**src/rtl/fetch_unit_pkg.sv**
```systemverilog
// Shared definitions for the instruction fetch unit.
//   fetch_state_t : fetch FSM state encoding
//   pc_sel_t      : next_PC_select encodings from decode
//   NOP_INSTR     : word presented to IF/ID when no instruction is delivered
//   PC_STEP       : byte distance between sequential instructions
package fetch_unit_pkg;

    typedef enum logic [1:0] {
        ST_REQ  = 2'd0,
        ST_WAIT = 2'd1,
        ST_HOLD = 2'd2,
        ST_DROP = 2'd3
    } fetch_state_t;

    typedef enum logic [1:0] {
        SEL_SEQ    = 2'b00,
        SEL_BRANCH = 2'b01,
        SEL_JAL    = 2'b10,
        SEL_JALR   = 2'b11
    } pc_sel_t;

    localparam logic [31:0] NOP_INSTR = 32'h0000_0013;
    localparam int          PC_STEP   = 4;

endpackage

```
**src/rtl/fetch_unit_next_pc_sel.sv**
```systemverilog
// Redirect decode and target mux for the fetch unit (purely combinational).
// Ports:
//   i_branch         branch condition from decode
//   i_next_pc_select 00 seq, 01 branch, 10 JAL, 11 JALR
//   i_branch_target / i_jal_target / i_jalr_target  candidate targets
//   o_redirect       PC must be redirected this cycle
//   o_target         redirect target (no alignment masking)
module fetch_unit_next_pc_sel
    import fetch_unit_pkg::*;
#(
    parameter int ADDRESS_BITS = 20
) (
    input  logic                    i_branch,
    input  logic [1:0]              i_next_pc_select,
    input  logic [ADDRESS_BITS-1:0] i_branch_target,
    input  logic [ADDRESS_BITS-1:0] i_jal_target,
    input  logic [ADDRESS_BITS-1:0] i_jalr_target,
    output logic                    o_redirect,
    output logic [ADDRESS_BITS-1:0] o_target
);

    always_comb begin
        o_redirect = 1'b0;
        o_target   = i_branch_target;
        case (pc_sel_t'(i_next_pc_select))
            SEL_SEQ: begin
                o_redirect = 1'b0;
            end
            // A not-taken branch is plain sequential flow
            SEL_BRANCH: begin
                o_redirect = i_branch;
                o_target   = i_branch_target;
            end
            SEL_JAL: begin
                o_redirect = 1'b1;
                o_target   = i_jal_target;
            end
            SEL_JALR: begin
                o_redirect = 1'b1;
                o_target   = i_jalr_target;
            end
            default: begin
                o_redirect = 1'b0;
            end
        endcase
    end

endmodule

```
**src/rtl/fetch_unit.sv**
```systemverilog
// Instruction fetch unit: issues one read at a time to instruction memory,
// delivers the returned word to the IF/ID register and handles redirects.
// Ports:
//   clock, reset        rising-edge clock, synchronous active-low reset
//   stall               IF/ID cannot accept; hold presented instruction
//   branch, branch_target, JAL_target, JALR_target, next_PC_select
//                       redirect controls from decode
//   i_mem_req/addr      read request (only in REQ), i_mem_ready handshake
//   i_mem_valid/rdata   read response
//   instruction, inst_PC, inst_valid   word presented to IF/ID
//
// state | meaning
// REQ   | request asserted at PC, waiting for i_mem_ready
// WAIT  | request accepted, waiting for i_mem_valid
// HOLD  | word captured while stalled, outputs frozen
// DROP  | waiting for the response of a squashed request
module fetch_unit
    import fetch_unit_pkg::*;
#(
    parameter int                      CORE         = 0,
    parameter int                      DATA_WIDTH   = 32,
    parameter int                      ADDRESS_BITS = 20,
    parameter logic [ADDRESS_BITS-1:0] RESET_PC     = '0
) (
    input  logic                    clock,
    input  logic                    reset,
    input  logic                    stall,
    input  logic                    branch,
    input  logic [ADDRESS_BITS-1:0] branch_target,
    input  logic [ADDRESS_BITS-1:0] JAL_target,
    input  logic [ADDRESS_BITS-1:0] JALR_target,
    input  logic [1:0]              next_PC_select,
    output logic                    i_mem_req,
    output logic [ADDRESS_BITS-1:0] i_mem_addr,
    input  logic                    i_mem_ready,
    input  logic                    i_mem_valid,
    input  logic [DATA_WIDTH-1:0]   i_mem_rdata,
    output logic [DATA_WIDTH-1:0]   instruction,
    output logic [ADDRESS_BITS-1:0] inst_PC,
    output logic                    inst_valid
);

    localparam logic [DATA_WIDTH-1:0]   NOP_WORD = DATA_WIDTH'(NOP_INSTR);
    localparam logic [ADDRESS_BITS-1:0] PC_INC   = ADDRESS_BITS'(PC_STEP);

    // CORE only names the instance; it has no effect on the logic.
    if (CORE < 0) begin : g_core_index_negative
    end

    fetch_state_t              r_state, w_state_next;
    logic [ADDRESS_BITS-1:0]   r_pc, w_pc_next;
    logic [DATA_WIDTH-1:0]     r_instr, w_instr_next;
    logic [ADDRESS_BITS-1:0]   r_inst_pc, w_inst_pc_next;
    logic                      r_inst_valid, w_inst_valid_next;
    logic                      w_redirect;
    logic [ADDRESS_BITS-1:0]   w_target;
    logic [ADDRESS_BITS-1:0]   w_pc_seq;

    fetch_unit_next_pc_sel #(
        .ADDRESS_BITS (ADDRESS_BITS)
    ) u_next_pc_sel (
        .i_branch         (branch),
        .i_next_pc_select (next_PC_select),
        .i_branch_target  (branch_target),
        .i_jal_target     (JAL_target),
        .i_jalr_target    (JALR_target),
        .o_redirect       (w_redirect),
        .o_target         (w_target)
    );

    // Wraps modulo 2^ADDRESS_BITS by construction
    assign w_pc_seq = r_pc + PC_INC;

    assign i_mem_req   = (r_state == ST_REQ);
    assign i_mem_addr  = r_pc;
    assign instruction = r_instr;
    assign inst_PC     = r_inst_pc;
    assign inst_valid  = r_inst_valid;

    always_ff @(posedge clock) begin
        if (!reset) begin
            r_state      <= ST_REQ;
            r_pc         <= RESET_PC;
            r_instr      <= NOP_WORD;
            r_inst_pc    <= RESET_PC;
            r_inst_valid <= 1'b0;
        end else begin
            r_state      <= w_state_next;
            r_pc         <= w_pc_next;
            r_instr      <= w_instr_next;
            r_inst_pc    <= w_inst_pc_next;
            r_inst_valid <= w_inst_valid_next;
        end
    end

    always_comb begin
        w_state_next      = r_state;
        w_pc_next         = r_pc;
        w_instr_next      = r_instr;
        w_inst_pc_next    = r_inst_pc;
        w_inst_valid_next = r_inst_valid;

        if (w_redirect) begin
            // Redirect wins over stall and sequential advance; any word in
            // flight or held belongs to the wrong path.
            w_pc_next         = w_target;
            w_instr_next      = NOP_WORD;
            w_inst_valid_next = 1'b0;
            case (r_state)
                ST_WAIT, ST_DROP: w_state_next = i_mem_valid ? ST_REQ : ST_DROP;
                default:          w_state_next = ST_REQ;
            endcase
        end else begin
            // Once downstream has taken the word, present a bubble
            if (!stall) begin
                w_instr_next      = NOP_WORD;
                w_inst_valid_next = 1'b0;
            end
            case (r_state)
                ST_REQ: begin
                    if (i_mem_ready) begin
                        w_state_next = ST_WAIT;
                    end
                end
                ST_WAIT: begin
                    if (i_mem_valid) begin
                        w_instr_next      = i_mem_rdata;
                        w_inst_pc_next    = r_pc;
                        w_inst_valid_next = 1'b1;
                        if (stall) begin
                            w_state_next = ST_HOLD;
                        end else begin
                            w_pc_next    = w_pc_seq;
                            w_state_next = ST_REQ;
                        end
                    end
                end
                ST_HOLD: begin
                    if (!stall) begin
                        w_pc_next    = w_pc_seq;
                        w_state_next = ST_REQ;
                    end
                end
                ST_DROP: begin
                    if (i_mem_valid) begin
                        w_state_next = ST_REQ;
                    end
                end
                default: begin
                    w_state_next = ST_REQ;
                end
            endcase
        end
    end

endmodule
```
**config.mk**
```make
export PLATFORM = sky130hd
export DESIGN_NAME = fetch_unit
export DESIGN_NICKNAME = d
export VERILOG_FILES = /design/src/rtl/fetch_unit_pkg.sv /design/src/rtl/fetch_unit_next_pc_sel.sv /design/src/rtl/fetch_unit.sv
export SDC_FILE = /design/constraint.sdc
export NUM_CORES = 1
export LEC_CHECK = 0
export ABC_AREA = 1
export CAP_MARGIN = 20
export CELL_PAD_IN_SITES_DETAIL_PLACEMENT = 0
export CELL_PAD_IN_SITES_GLOBAL_PLACEMENT = 1
export CORE_ASPECT_RATIO = 1.75
export CORE_MARGIN = 4
export CORE_UTILIZATION = 43
export DETAILED_ROUTE_END_ITERATION = 16
export DONT_BUFFER_PORTS = 1
export PLACE_DENSITY_LB_ADDON = 0.15
export SYNTH_ARGS = -nofsm -noshare
export SYNTH_HDL_FRONTEND = slang
export SYNTH_HIERARCHICAL = 1
export SYNTH_SLANG_ARGS = --single-unit
```
**constraint.sdc**
```tcl
create_clock -name clock -period 1.7 [get_ports clock]
set_input_delay 0.17 -clock clock [delete_from_list [all_inputs] [get_ports clock]]
set_output_delay 0.17 -clock clock [all_outputs]
set_load 0.02 [all_outputs]
```
==> results of run 1 <==
[flip-flops by register name, summed over array words and instances (netlist names)]
name / cells
inst_valid: 1
instruction: 32
inst_PC: 20
r_state: 2
i_mem_addr: 20
[repair_timing]
action	4_1_cts	5_1_grt
hold endpoints to repair	56	0
hold buffers	5	0
resized for setup	0	1
endpoints found under the setup margin	0	1
[power by group through the flow]
stage	Sequential (mW)	Combinational, mW	Clock, mW
after CTS	1.94	0.618	1.84
after detailed placement	1.97	0.588	0
after global routing	1.95	0.683	1.94
final	1.94	0.611	1.78
after global placement	1.97	0.582	0
after floorplan	2.00	0.440	0
[per-layer routing]
metal  up-vias  wire length [um]  share of wire (%)  GRT usage, %
met1      1650              4360                 38          23.3
met3        13               928                8.1          6.23
met5         -                 0                  0             0
met2       137              6040                 52          37.9
met4         0               184                1.6          7.14
li1       1895                 -                  -             -
[cells in the final DEF (no fill, tap or decap), types with 5 or more instances in the layout]
cell	instances
nand3_2	40
o21ai_0	62
inv_1	20
buf_4	32
dlygate4sd3_1	5
a21oi_1	59
o21ai_1	6
nand2_1	128
nand3_1	44
nor2_1	55
clkbuf_16	9
dfxtp_1	75
[logic make-up (layout without fill, tap and decap cells)]
kind of cell	Yosys count	count (layout)	synth area share, %
compound gates	139	139	18.5
xor+xnor	1	1	0.217
fa+ha+maj	1	1	0.310
buf+inv	64	79	9.12
flops	75	75	37.2
simple gates	279	279	34.6
[layout make-up]
type / instances / area (sq um) / area share, %
clock buffers: 13 / 260 / 5.79
clock inverters: 3 / 22.5 / 0.501
inverters: 26 / 104 / 2.31
multi-input cells: 420 / 2170 / 48.2
flip-flops and latches: 75 / 1500 / 33.4
well taps: 120 / 150 / 3.34
repair buffers: 37 / 290 / 6.46
[worst min path at each step]
| stage | cells past startpoint | endpoint | slack, ns | startpoint |
|---|---|---|---|---|
| after floorplan | 2 | inst_PC[13] | 0.31 | reset |
| after global placement | 2 | i_mem_addr[6] | 0.31 | reset |
| after detailed placement | 2 | i_mem_addr[8] | 0.30 | reset |
| after CTS | 2 | instruction[4] | 0.02 | i_mem_valid |
| after global routing | 2 | instruction[5] | 0.03 | i_mem_rdata[5] |
| final | 2 | instruction[4] | 0.02 | i_mem_valid |
==> impl_metrics.tcl, run 1 <==
set metrics [dict create \
    final_nets 670 \
    path_buf_inv 1 \
    ir_drop_mv 0.527 \
    synth_area_leader_cell "dfxtp_1" \
    endpoint "i_mem_addr[13]" \
    hold_class "input port to register" \
    crit_path_end_kind "register" \
    power.share.switching_pct 27.9 \
    utilization_pct 49.4 \
    worstSetupPathType "register to register" \
    viasPerCell 5.32 \
    timing.rr.end "i_mem_addr[13]" \
    wirelength_mm 11.5 \
    maxCapViolCount 0 \
    dpl.hpwl_mm 8.77 \
    hold_ws_ns 0.0242 \
    relSlewSlack_pct 30.6 \
    syn2layout_area_growth_pct 11.4 \
    syn_inst 559 \
    dpl_cell_area_sq_um 4160 \
    max_freq_ghz 0.644 \
    synth.avg_cell_area_sq_um 7.22 \
    die_width_um 81.2 \
    slowest_stage "dfxtp_1" \
    synth.area.top_cells "dfxtp_1 37%, nand2_1 12%, nand3_2 9.9%, o21ai_0 7.7%, a21oi_1 7.3%" \
    max_stage_delay_ns 0.47 \
    drt_iter0_markers 134 \
    gp_congestion 0.876 \
    syn-cell-area_sq_um 4040 \
    r2r-start "i_mem_addr[7]" \
    startpoint "i_mem_addr[7]" \
    crit_top_cell "nand2_1" \
    synth-main-ff-cell "dfxtp_1" \
    cts_tree "built" \
    coreArea_sq_um 9090 \
    critPathTopFamily "simple AND/OR/NAND/NOR gates" \
    internal_power_mw 3.12 \
    pwr-share-comb_pct 14.1 \
    path_clk_slew_ns 0.06 \
    ctsRootBufferMaster "clkbuf_16" \
    die_height_um 136 \
    hold_viol 0 \
    status "finished clean" \
    startpoint_type "register" \
    cts.sinks 75 \
    clk_latency_ns 0.33 \
    vias 3695 \
    dp.cells 673 \
    ff2ff_setup_slack_ns 0.15 \
    worst_pin_slew_ns 1.04 \
    p_leak_nw 1.75 \
    postCtsSetupBuffers 0 \
    setup_violations 0 \
    drt_first_pass_iters 5 \
    port_buffers 0 \
    r2r_cells 9 \
    clockBufferDepth 2 \
    arrival_ns 1.76 \
    finalMaxSlewViolations 0 \
    yosysMostFrequentCell "nand2_1" \
    grt_pass1_vias 3604 \
    synth_top_area_share_pct 37.2 \
    yosysWarnings 6 \
    switching_power_mw 1.21 \
    period_needed_ns 1.55 \
    rows 46 \
    synth-edff-count 0 \
    n_fill_cell 933 \
    ys_seq_elements 75 \
    synthArstFlopShare_pct 0 \
    grt_start_max_net_pins 63 \
    synth_sequential_area_ratio_pct 37.2 \
    setup_ws_ns 0.148 \
    wire_per_inst_um 16.6 \
    track_usage_pct 21.2 \
    post_layout_nonfiller_instances 694 \
    total_power_mw 4.33 \
    ios 174 \
    synth_nets 660 \
    cp_max_fo 6 \
    die_area_sq_um 11100 \
    grt_overflow 0 \
    drcViolationCount 0 \
    drive_gt1_share_pct 17.4 \
    clockPowerShare_pct 41.2 \
    p_per_area_nw_per_um2 963 \
    finalCritPeriodShare_pct 91.3 \
    fin_tns_setup_ns 0 \
    post_synth_num_cell_types 38 \
    synthTopCellsByCount "128 x nand2_1, 75 x dfxtp_1, 62 x o21ai_0, 59 x a21oi_1, 56 x nor2_1" \
    grt_pass1_wl_mm 18.1 \
    skew_ns 0.00620 \
    cts_buffers 9 \
    worst-path-stages 9 \
    final_cell_area_sq_um 4500 \
    cts-htree-levels 3 \
    start_util_pct 44.4 \
    antenna_cells 0 \
    crit_chain "nand2_1 > nor2_1 > nand2_1 > inv_1 > nand2_1 > nand2_1 > nand2_1 > nand2_1 > a21oi_1" \
    p_seq_share_pct 44.7 \
    antenna_found_initial 0 \
    crit_required_ns 1.91 \
    rsz0062_at_grt "false" \
    drtAntennaViolNets 0 \
    dp_slack_ns 0.153 \
]
Note: power is estimated with default switching activity, not from simulation.
==> inputs of run 2 (changes only) <==
Settings changed: SETUP_SLACK_MARGIN set to 0.5.
==> run 2 against run 1 <==
Effect of this change:
- total power grew 3.8%
- combinational power grew 12%
- critical path depth shrank 1
- setup slack gained 0.17 ns
- critical endpoint is now i_mem_addr[16]
- highest routed layer unchanged
==> impl_metrics.tcl, run 2 (same netlist as run 1, synthesis figures left out) <==
set metrics [dict create \
    drt_first_pass_iters 5 \
    grt_pass1_wl_mm 18.4 \
    final_cell_mix "118 x nand2_1, 61 x dfxtp_1, 42 x nand3_2" \
    timing.rr.end "i_mem_addr[16]" \
    drcViolationCount 0 \
    p_leak_nw 1.91 \
    cts-htree-levels 3 \
    status "finished clean" \
    critPathTopFamily "simple AND/OR/NAND/NOR gates" \
    ctsRootBufferMaster "clkbuf_16" \
    antenna_found_initial 0 \
    path_buf_inv 0 \
    p_seq_share_pct 44.3 \
    switching_power_mw 1.26 \
    rsz0062_at_grt "true" \
    setup_violations 0 \
    ff2ff_setup_slack_ns 0.32 \
    die_width_um 81.2 \
    crit_required_ns 1.96 \
    grt_start_max_net_pins 63 \
    internal_power_mw 3.24 \
    pwr-share-comb_pct 15.2 \
    r2r-start "i_mem_addr[7]" \
    crit_path_end_kind "register" \
    final_nets 676 \
    worst-path-stages 8 \
    max_freq_ghz 0.724 \
    endpoint "i_mem_addr[16]" \
    ir_drop_mv 0.506 \
    relSlewSlack_pct 42.9 \
    clk_latency_ns 0.32 \
    finalMaxSlewViolations 0 \
    finalCritPeriodShare_pct 81.3 \
    clockBufferDepth 2 \
    drive_gt1_share_pct 35.5 \
    p_per_area_nw_per_um2 869 \
    cp_max_fo 6 \
    cts_buffers 9 \
    wire_per_inst_um 18.6 \
    track_usage_pct 21.5 \
    drtAntennaViolNets 0 \
    die_area_sq_um 11100 \
    arrival_ns 1.64 \
    maxCapViolCount 0 \
    ios 174 \
    grt_overflow 0 \
    hold_viol 0 \
    worst_pin_slew_ns 0.854 \
    clockPowerShare_pct 40.5 \
    startpoint "i_mem_addr[7]" \
    wirelength_mm 13.0 \
    gp_congestion 0.840 \
    drt_iter0_markers 84 \
    skew_ns 0.00648 \
    coreArea_sq_um 9090 \
    hold_ws_ns 0.00393 \
    viasPerCell 5.59 \
    rows 46 \
    slowest_stage "dfxtp_4" \
    hold_class "input port to register" \
    worstSetupPathType "register to register" \
    path_clk_slew_ns 0.05 \
    largest_reg_flops 32 \
    startpoint_type "register" \
    period_needed_ns 1.38 \
    fin_tns_setup_ns 0 \
    grt_pass1_vias 3659 \
    cts_tree "built" \
    cts.sinks 75 \
    die_height_um 136 \
    antenna_cells 0 \
    start_util_pct 44.4 \
    vias 3910 \
    syn2layout_area_growth_pct 28.3 \
    crit_chain "nand2_1 > nor2_4 > nand2_8 > nor2_4 > nand3_2 > nand3_2 > nand2_2 > a21oi_2" \
    power.share.switching_pct 28.0 \
    port_buffers 0 \
    layout_commonest_cell "nand2_1" \
    r2r_cells 8 \
    dpl.hpwl_mm 8.74 \
    max_stage_delay_ns 0.42 \
]
==> run 2: cell count changes in the layout (fill, tap and decap cells not counted), sizes merged <==
cell	delta
buf	+4
clkinvlp	-4
o21ai	+1
inv	+1
dlygate4sd3	-1
clkbuf	+2
clkinv	+2
bufinv	+1
==> run 2: worst min path at each step <==
stage / end / cells past startpoint / startpoint
after floorplan: inst_PC[13] / 2 / reset
after global placement: i_mem_addr[8] / 2 / reset
after detailed placement: i_mem_addr[8] / 2 / reset
after CTS: i_mem_addr[8] / 2 / reset
after global routing: i_mem_addr[0] / 2 / reset
final: instruction[6] / 2 / stall
==> run 2: timing repair <==
action	CTS	global route
pin swaps	12	27
setup buffers	9	4
gates resized for setup	67	104
hold buffers	2	3
cloned	4	4
hold endpoints to repair	54	45
setup endpoints to repair	72	72
==> run 2: final cells by class <==
| type | count | area (sq um) |
|---|---|---|
| inverters | 26 | 118 |
| multi-input cells | 421 | 2570 |
| clock inverters | 3 | 40.0 |
| fillers | 915 | 3920 |
| flip-flops and latches | 75 | 1540 |
| repair buffers | 42 | 515 |
| well taps | 120 | 150 |
| clock buffers | 13 | 240 |
==> run 2: worst reg2reg max path: cells and delay by family (launching register included) <==
family           cells  cell delay [ns]
AO/OA/AOI/OAI        1             0.10
flip-flops           1             0.42
AND/OR/NAND/NOR      7             0.80
==> run 2: stage by stage <==
step           cells  instance area, sq um  setup slack (ns)  utilization, %  power (mW)
3_5_place_dp     658                  4130             0.213            45.4        2.54
2_1_floorplan    559                  4130             0.435               -        2.47
3_3_place_gp     658                  4130             0.259            45.4        2.53
4_1_cts          689                  4760             0.365            52.3        4.44
6_report         700                  5180             0.318            56.9        4.50
5_1_grt          700                  5180             0.272            56.9        4.69
==> run 2: layer usage <==
| layer | vias up | wire (um) | track usage [%] |
|---|---|---|---|
| met1 | 1833 | 4650 | 22.8 |
| met3 | 8 | 935 | 4.44 |
| met4 | 0 | 139 | 7.61 |
| met5 | - | 0 | 0 |
| met2 | 147 | 7310 | 40.3 |
| li1 | 1922 | - | - |
==> run 2: power groups by stage <==
stage	combinational (mW)	sequential, mW	clock [mW]
after detailed placement	0.520	2.02	0
after CTS	0.588	1.99	1.87
after floorplan	0.456	2.01	0
final	0.685	1.99	1.82
after global placement	0.511	2.02	0
after global routing	0.747	2.00	1.94
